===== src/rtl/cnv_pkg.sv =====
// Shared definitions for the convolution row sequencer: default geometry, FSM state
// encoding and count-width helpers.
package cnv_pkg;

  localparam int unsigned LENROW    = 16;
  localparam int unsigned NBLK_W    = 6;
  localparam int unsigned NUM_LANES = 3;

  // A width of zero would be illegal for a one-position row.
  function automatic int unsigned cnt_w(input int unsigned n);
    return (n > 1) ? $clog2(n) : 1;
  endfunction

  localparam int unsigned POS_W = cnt_w(LENROW);

  typedef enum logic [2:0] {
    StIdle,
    StLoad,
    StSta,
    StWait,
    StAcc,
    StDone
  } state_e;

endpackage


===== src/rtl/cnv_row_seq_fnh_join.sv =====
// Joins the three MAC-lane finish pulses: sticky per-lane latches plus a combined
// all-done flag that also counts a pulse arriving in the current cycle.
module fnh_join
  import cnv_pkg::*;
(
  input  logic                 clk,
  input  logic                 rst_n,
  input  logic                 i_clr,
  input  logic                 i_en,
  input  logic [NUM_LANES-1:0] i_fnh,
  output logic                 o_all_done
);

  logic [NUM_LANES-1:0] r_latch;

  always_ff @(posedge clk) begin
    if (!rst_n) begin
      r_latch <= '0;
    end else if (i_clr) begin
      r_latch <= '0;
    end else if (i_en) begin
      r_latch <= r_latch | i_fnh;
    end
  end

  // Pulses outside the enable window never contribute.
  assign o_all_done = i_en & (&(r_latch | i_fnh));

endmodule


===== src/rtl/cnv_row_seq.sv =====
// Row sequencer for the convolution PE: per output position, runs NumBlk MAC passes
// (load, start, wait for all three lanes), then shifts the psum row; ends with FnhRow.
module cnv_row_seq #(
  parameter int unsigned LENROW = cnv_pkg::LENROW,
  parameter int unsigned NBLK_W = cnv_pkg::NBLK_W
) (
  input  logic                                 clk,
  input  logic                                 rst_n,
  input  logic                                 Row_Sta,
  output logic                                 Row_Rdy,
  input  logic [NBLK_W-1:0]                    Cfg_NumBlk,
  input  logic                                 Blk_Vld,
  output logic                                 Blk_Rdy,
  output logic                                 PECMAC_Sta,
  input  logic                                 MACPEC_Fnh0,
  input  logic                                 MACPEC_Fnh1,
  input  logic                                 MACPEC_Fnh2,
  output logic                                 PECCNV_PlsAcc,
  output logic                                 PECCNV_FnhRow,
  output logic [cnv_pkg::cnt_w(LENROW)-1:0]    Cnt_Pos,
  output logic [NBLK_W-1:0]                    Cnt_Blk
);

  import cnv_pkg::state_e;
  import cnv_pkg::StIdle;
  import cnv_pkg::StLoad;
  import cnv_pkg::StSta;
  import cnv_pkg::StWait;
  import cnv_pkg::StAcc;
  import cnv_pkg::StDone;

  localparam int unsigned     PosW    = cnv_pkg::cnt_w(LENROW);
  localparam logic [PosW-1:0] PosLast = PosW'(LENROW - 1);

  state_e            r_state, w_state_nxt;
  logic [PosW-1:0]   r_cnt_pos, w_cnt_pos_nxt;
  logic [NBLK_W-1:0] r_cnt_blk, w_cnt_blk_nxt;
  logic [NBLK_W-1:0] r_num_blk, w_num_blk_nxt;
  logic              w_all_done;
  logic              w_fnh_clr;
  logic              w_fnh_en;
  logic              w_blk_last;
  logic              w_pos_last;

  fnh_join u_fnh_join (
    .clk        (clk),
    .rst_n      (rst_n),
    .i_clr      (w_fnh_clr),
    .i_en       (w_fnh_en),
    .i_fnh      ({MACPEC_Fnh2, MACPEC_Fnh1, MACPEC_Fnh0}),
    .o_all_done (w_all_done)
  );

  assign w_blk_last = (r_cnt_blk == (r_num_blk - NBLK_W'(1)));
  assign w_pos_last = (r_cnt_pos == PosLast);

  always_comb begin
    w_state_nxt   = r_state;
    w_cnt_pos_nxt = r_cnt_pos;
    w_cnt_blk_nxt = r_cnt_blk;
    w_num_blk_nxt = r_num_blk;

    case (r_state)
      StIdle: begin
        if (Row_Sta) begin
          // A zero block count would never satisfy the last-block compare.
          w_num_blk_nxt = (Cfg_NumBlk == '0) ? NBLK_W'(1) : Cfg_NumBlk;
          w_state_nxt   = StLoad;
        end
      end
      StLoad: begin
        if (Blk_Vld) begin
          w_state_nxt = StSta;
        end
      end
      StSta: begin
        w_state_nxt = StWait;
      end
      StWait: begin
        if (w_all_done) begin
          if (w_blk_last) begin
            w_state_nxt = StAcc;
          end else begin
            w_cnt_blk_nxt = r_cnt_blk + NBLK_W'(1);
            w_state_nxt   = StLoad;
          end
        end
      end
      StAcc: begin
        w_cnt_blk_nxt = '0;
        if (w_pos_last) begin
          w_state_nxt = StDone;
        end else begin
          w_cnt_pos_nxt = r_cnt_pos + PosW'(1);
          w_state_nxt   = StLoad;
        end
      end
      StDone: begin
        w_cnt_pos_nxt = '0;
        w_state_nxt   = StIdle;
      end
      default: begin
        w_state_nxt = StIdle;
      end
    endcase
  end

  always_comb begin
    Row_Rdy       = 1'b0;
    Blk_Rdy       = 1'b0;
    PECMAC_Sta    = 1'b0;
    PECCNV_PlsAcc = 1'b0;
    PECCNV_FnhRow = 1'b0;
    w_fnh_clr     = 1'b0;
    w_fnh_en      = 1'b0;

    case (r_state)
      StIdle: Row_Rdy = 1'b1;
      StLoad: Blk_Rdy = 1'b1;
      StSta: begin
        PECMAC_Sta = 1'b1;
        w_fnh_clr  = 1'b1;
      end
      StWait: w_fnh_en      = 1'b1;
      StAcc:  PECCNV_PlsAcc = 1'b1;
      StDone: PECCNV_FnhRow = 1'b1;
      default: ;
    endcase
  end

  always_ff @(posedge clk) begin
    if (!rst_n) begin
      r_state   <= StIdle;
      r_cnt_pos <= '0;
      r_cnt_blk <= '0;
      r_num_blk <= NBLK_W'(1);
    end else begin
      r_state   <= w_state_nxt;
      r_cnt_pos <= w_cnt_pos_nxt;
      r_cnt_blk <= w_cnt_blk_nxt;
      r_num_blk <= w_num_blk_nxt;
    end
  end

  assign Cnt_Pos = r_cnt_pos;
  assign Cnt_Blk = r_cnt_blk;

  a_pulse_excl : assert property (@(posedge clk) disable iff (!rst_n)
    $onehot0({PECMAC_Sta, PECCNV_PlsAcc, PECCNV_FnhRow}));
  a_blk_bound : assert property (@(posedge clk) disable iff (!rst_n)
    (r_cnt_blk < r_num_blk));

endmodule


===== config.mk =====
export PLATFORM = sky130hd
export DESIGN_NAME = cnv_row_seq
export DESIGN_NICKNAME = d
export VERILOG_FILES = /design/src/rtl/cnv_pkg.sv /design/src/rtl/cnv_row_seq_fnh_join.sv /design/src/rtl/cnv_row_seq.sv
export SDC_FILE = /design/constraint.sdc
export NUM_CORES = 1
export LEC_CHECK = 0
export ABC_AREA = 1
export CORE_ASPECT_RATIO = 0.8
export CORE_MARGIN = 1.5
export CORE_UTILIZATION = 25
export DETAILED_ROUTE_END_ITERATION = 7
export GPL_TIMING_DRIVEN = 0
export HOLD_SLACK_MARGIN = 0.05
export PLACE_DENSITY = 0.49
export SYNTH_ARGS = -nofsm -noshare
export SYNTH_HDL_FRONTEND = slang
export SYNTH_SLANG_ARGS = --single-unit

===== constraint.sdc =====
create_clock -name clk -period 2.03 [get_ports clk]
set_input_delay 0.406 -clock clk [delete_from_list [all_inputs] [get_ports clk]]
set_output_delay 0.406 -clock clk [all_outputs]
set_load 0.02 [all_outputs]

==> flow_summary.toml, run 1 <==
[run_status]
status = "completed"

[power_and_ir_drop]
peakVddDrop_mv = 0.313
power.density_nw_per_um2 = 688
power_leakage_nw = 0.759

[timing]
fin_crit_sh = 0.913
slew_viol_final = 0
rsz0062_at_grt = "no"
finalWorstSetupSlack_ps = 178
setup_viol = 0
fin_worst_skew_ps = 4.94
holdWs_ps = 463
slew_headroom = 0.613
max_freq_mhz = 540
tightest_slew_ps = 580
finalHoldViolations = 0
finalSetupTns_ps = 0
layout_min_cycle_time_ps = 1850

[setup_path]
worst-setup-path-type = "register to primary output"
slowest_stage = "dfxtp_1"
r2r-end = "Cnt_Blk[0]"
startpoint_type = "register"
timing.rr.start = "r_num_blk[0]"
path_max_fanout = 4
path_cells = "inv_2 > nor3_2 > dlygate4sd2_1"
slowest_delay_ps = 400
reg2reg_depth = 13
startpoint = "r_state[2]"
endpoint_kind = "primary output"
worstSetupEndpoint = "PECCNV_FnhRow"
cp_data_required_time_ps = 1620
cp.arrival_ps = 1450
regToRegSetupSlack_ps = 240

[yosys]
synth_top_area_share = 0.315
post_synth_mux_area_share = 0
netlist_instances = 201
ys_top_cells_by_area = "dfxtp_1 (31%), nand2_1 (13%), a21oi_1 (6.1%)"
ys_ff_latch = 22
synth_ff_type = "dfxtp_1"
synth_nets = 217
netlist.top_cell.by_area = "dfxtp_1"
synth_top_family_by_area = "simple AND/OR/NAND/NOR gates"
synth_xor_area_frac = 0.0250
synth_edf_count = 0
syn_area_per_cell_sq_um = 6.96
yosys.area_share.simple = 0.405
synth-compound-area-share = 0.135
yosysWarnings = 0
synth-adder-area-share = 0.0268
async_flop_share = 0
netlist_top_cells_count = "nand2_1 (49), dfxtp_1 (22), a21oi_1 (17), inv_1 (16), inv_2 (15)"
ys_seq_area_frac = 0.315
syn-cell-area_sq_um = 1400
synth.distinct_cells = 33
yosysMostFrequentCell = "nand2_1"

[global_routing]
grt_pass1_wl_mm = 5.73
antenna_found_initial = 0
grt_pass1_vias = 1253
overflow = 0
grt_usage = 0.121
grt_max_degree = 12

[finish]
nNetsFinal = 249
layout-drive-gt1-share = 0.190
n_antenna_cell = 0
stdcell_area_sq_um = 1810
utilization = 0.332
syn2layout_area_growth_pct = 29.1

[routing]
drt-total-wl_mm = 3.40
wl_met1_mm = 1.75
wl_met3_um = 120
initialDrtViolationCount = 63
routed.top_layer = "met4"
wire_per_inst_um = 11.0
drtAntennaViolNets = 0
vias_per_cell = 4.26
drc = 0
drt_first_pass_iters = 4
wl_met2_mm = 1.49
num_vias = 1316

[placed_design]
gp_congestion = 0.776
placed_area_sq_um = 1770
dp_worst_setup_slack_ps = 172
io_buffers = 27
hpwlAfterDp_mm = 2.69

[clocking]
h-tree-depth = 1
cts.sinks = 22
clk_latency_ps = 260
cts_made_buffers = 3
clock-root-buffer = "clkbuf_8"
cts_tree = "built"
cts.clk_slew.worst_paths_ps = 80
cts_hold_buf = 0
cts_setup_buffers = 0
clock_tree.buffer_depth = 2

[die]
die-area_sq_um = 6060
dieWidth_um = 86.6
dieHeight_um = 69.9
core-area_sq_um = 5440
io_pins = 28
rows = 24
start_util = 0.257

[run]
drv_cap = 0

[hold_path]
holdCritPathClass = "register to register"
-- cell usage in the layout, fill, tap and decap left out, types with 4 or more instances in the layout --
| cell | n |
|---|---|
| o21ai_0 | 6 |
| dfxtp_1 | 22 |
| nor2_1 | 13 |
| nand3_1 | 10 |
| inv_2 | 15 |
| dlygate4sd2_1 | 4 |
| a21oi_1 | 17 |
| inv_1 | 16 |
| nand2_1 | 49 |
| nand4_1 | 9 |
| clkdlybuf4s50_1 | 22 |
| nor2_2 | 5 |
-- how the worst min path moves through the flow --
stage / to / from / slack, ps / cells past startpoint
after floorplan: u_fnh_join.r_latch[0] / u_fnh_join.r_latch[0] / 430 / 2
after global placement: u_fnh_join.r_latch[1] / u_fnh_join.r_latch[1] / 440 / 2
after detailed placement: u_fnh_join.r_latch[0] / u_fnh_join.r_latch[0] / 450 / 2
after CTS: u_fnh_join.r_latch[0] / u_fnh_join.r_latch[0] / 470 / 2
after global routing: u_fnh_join.r_latch[1] / u_fnh_join.r_latch[1] / 500 / 2
final: u_fnh_join.r_latch[0] / u_fnh_join.r_latch[0] / 460 / 2
-- state kept, by name (all words and copies together) (netlist names) --
register            cells
r_num_blk               6
Cnt_Pos                 4
r_state                 3
Cnt_Blk                 6
u_fnh_join.r_latch      3
-- report_power, final --
group	total (mW)	internal [mW]	switching, mW
clock	0.279	0.133	0.146
sequential	0.511	0.467	0.0432
combinational	0.452	0.169	0.283
total	1.24	0.769	0.472
-- per-stage QoR --
stage                     power, mW  cells
final                          1.24    309
after global routing           1.33    309
after CTS                      1.26    309
after detailed placement      0.986    306
after global placement        0.984    306
after floorplan               0.853    201
-- logic make-up (layout without fill, tap and decap cells) --
logic type               Yosys count  after routing
AND/OR/NAND/NOR                  106            106
buffers and inverters             34             64
flip-flops                        22             22
AO/OA/AOI/OAI                     32             32
adder cells (fa/ha/maj)            3              3
XOR/XNOR                           4              4
-- final cells by class --
class | instances | area [sq um]
buffer | 3 | 13.8
fill | 594 | 3630
tap | 78 | 97.6
inverter | 31 | 116
sequential | 22 | 440
timing repair buffer | 27 | 268
clock buffer | 3 | 41.3
multi-input combinational | 145 | 828
-- critical path, delay by kind of cell (launching register included) --
family	cells	cell delay (ps)
DFF	1	400
buffers and inverters	2	490
and+or+nand+nor	1	280
-- repair_timing --
item / 4_1_cts / 5_1_grt
endpoints found under the setup margin: 4 / 1
resized for setup: 4 / 1
gates cloned: 0 / 0
-- metal layers --
| layer | vias up | global-route usage |
|---|---|---|
| met3 | 2 | 0.0319 |
| met5 | - | 0 |
| met1 | 569 | 0.167 |
| li1 | 722 | - |
| met4 | 0 | 0.0323 |
| met2 | 23 | 0.187 |
(Power assumes the default switching activity.)
==> inputs of run 2 (changes only) <==
Settings changed: CELL_PAD_IN_SITES_DETAIL_PLACEMENT from default to 1, CELL_PAD_IN_SITES_GLOBAL_PLACEMENT from default to 1, MAX_ROUTING_LAYER from default to met4, PLACE_DENSITY 0.49 to 0.63, SYNTH_HIERARCHICAL from default to 1.
==> flow_summary.toml, run 2 <==
[run_status]
status = "completed"

[clocking]
clk_latency_ps = 260
clock-root-buffer = "clkbuf_8"
cts.sinks = 22
clock_tree.buffer_depth = 2
cts.clk_slew.worst_paths_ps = 90
cts_tree = "built"
cts_made_buffers = 3
h-tree-depth = 1

[finish]
mostFrequentLayoutCell = "nand2_1"
nNetsFinal = 262
stdcell_area_sq_um = 1810
utilization = 0.352
layout_common_cells = "nand2_1 (56), inv_1 (25), clkdlybuf4s50_1 (22), dfxtp_1 (20), nor2_1 (18)"
syn2layout_area_growth_pct = 32.2
n_antenna_cell = 0
layout-drive-gt1-share = 0.148

[yosys]
netlist_instances = 209
yosysWarnings = 6
synth_ff_type = "dfxtp_1"
synth_top_area_share = 0.321
synth_nets = 225
netlist_top_cells_count = "nand2_1 (56), inv_1 (26), dfxtp_1 (22), nor2_1 (19), a21oi_1 (16)"
synth.distinct_cells = 31
async_flop_share = 0
ys_ff_latch = 22
syn-cell-area_sq_um = 1370
syn_area_per_cell_sq_um = 6.56
netlist.top_cell.by_area = "dfxtp_1"
yosysMostFrequentCell = "nand2_1"
synth_edf_count = 0
ys_seq_area_frac = 0.321
ys_top_cells_by_area = "dfxtp_1 (32%), nand2_1 (15%), inv_1 (7.1%)"

[global_routing]
grt_pass1_vias = 1300
grt_pass1_wl_mm = 6.37
grt_usage = 0.135
antenna_found_initial = 0
overflow = 0
grt_max_degree = 12

[setup_path]
worst-setup-path-type = "register to primary output"
cp.arrival_ps = 1440
cp.buffers_inverters = 1
path_cells = "clkdlybuf4s50_1"
slowest_delay_ps = 670
crit_family = "buffers and inverters"
startpoint_type = "register"
slowest_stage = "clkdlybuf4s50_1"
path_max_fanout = 7
endpoint_kind = "primary output"
cp_data_required_time_ps = 1620

[timing]
fin_worst_skew_ps = 10.6
layout_min_cycle_time_ps = 1840
rsz0062_at_grt = "no"
finalSetupTns_ps = 0
max_freq_mhz = 543
slew_viol_final = 0
setup_viol = 0
holdWs_ps = 470
tightest_slew_ps = 549
slew_headroom = 0.634
fin_crit_sh = 0.907
finalHoldViolations = 0

[routing]
drc = 0
vias_per_cell = 4.63
num_vias = 1418
drt_first_pass_iters = 4
drtAntennaViolNets = 0
wire_per_inst_um = 12.3
initialDrtViolationCount = 42
drt-total-wl_mm = 3.76

[placed_design]
hpwlAfterDp_mm = 2.89
placed_area_sq_um = 1720
gp_congestion = 0.747
io_buffers = 27

[power_and_ir_drop]
p_total_mw = 1.27
peakVddDrop_mv = 0.338
power.density_nw_per_um2 = 702
power_leakage_nw = 0.774

[die]
dieWidth_um = 85.8
core-area_sq_um = 5150
start_util = 0.266
rows = 23
io_pins = 28
die-area_sq_um = 5940
dieHeight_um = 69.2

[hold_path]
holdCritPathClass = "register to register"

[run]
drv_cap = 0
==> run 2: cell type report <==
| class | count | area, sq um |
|---|---|---|
| multi-input cells | 151 | 806 |
| fillers | 680 | 3340 |
| inverters | 33 | 130 |
| clock buffers | 3 | 41.3 |
| plain buffers | 3 | 13.8 |
| repair buffers | 32 | 302 |
| well taps | 62 | 77.6 |
| flip-flops and latches | 22 | 443 |
==> run 2: metrics by stage <==
stage               std cells  setup WS (ps)
global route              306           16.1
finish                    306            188
CTS                       301           67.5
detailed placement        298           69.7
global placement          298           87.0
floorplan                 209            415
==> run 2: metal layers <==
metal / share of wire / wire, um / track usage
met1: 0.56 / 2110 / 0.195
met2: 0.40 / 1510 / 0.200
met3: 0.033 / 123 / 0.0286
met4: 0.0045 / 17 / 0.0161
met5: 0 / 0 / -
==> run 2: kinds of logic after synthesis <==
family,after synthesis,share of synthesized area
AO/OA/AOI/OAI,31,0.126
XOR/XNOR,4,0.0256
adder cells (fa/ha/maj),3,0.0274
buffers and inverters,36,0.102
flip-flops,22,0.321
AND/OR/NAND/NOR,113,0.398
==> run 2: where the power goes <==
group	switching [mW]	leakage, nW	internal (mW)
Clock	0.147	0.0216	0.133
Sequential	0.0488	0.179	0.472
Combinational	0.290	0.574	0.183
Total	0.486	0.774	0.788
==> run 2: final timing paths <==
| kind | slack [ps] | cells past startpoint | from | endpoint |
|---|---|---|---|---|
| max | 190 | 1 | Cnt_Blk[3] | Cnt_Blk[3] |
| min | 470 | 2 | u_fnh_join/r_latch[2] | u_fnh_join/r_latch[2] |
| max reg2reg | 200 | 12 | r_state[2] | r_state[0] |
| min reg2reg | 470 | 2 | u_fnh_join/r_latch[2] | u_fnh_join/r_latch[2] |
==> run 2: timing repair <==
item	CTS	global route
resized for setup	5	5
setup buffers	0	5
endpoints found under the setup margin	5	8
pin swaps	0	4
hold buffers	0	0
==> inputs of run 3 (changes only) <==
Settings changed: CTS_BUF_LIST from default to sky130_fd_sc_hd__clkbuf_4 sky130_fd_sc_hd__clkbuf_8.
==> results of run 3 <==
The final DEF is identical to that of run 2; final timing and power are the same.
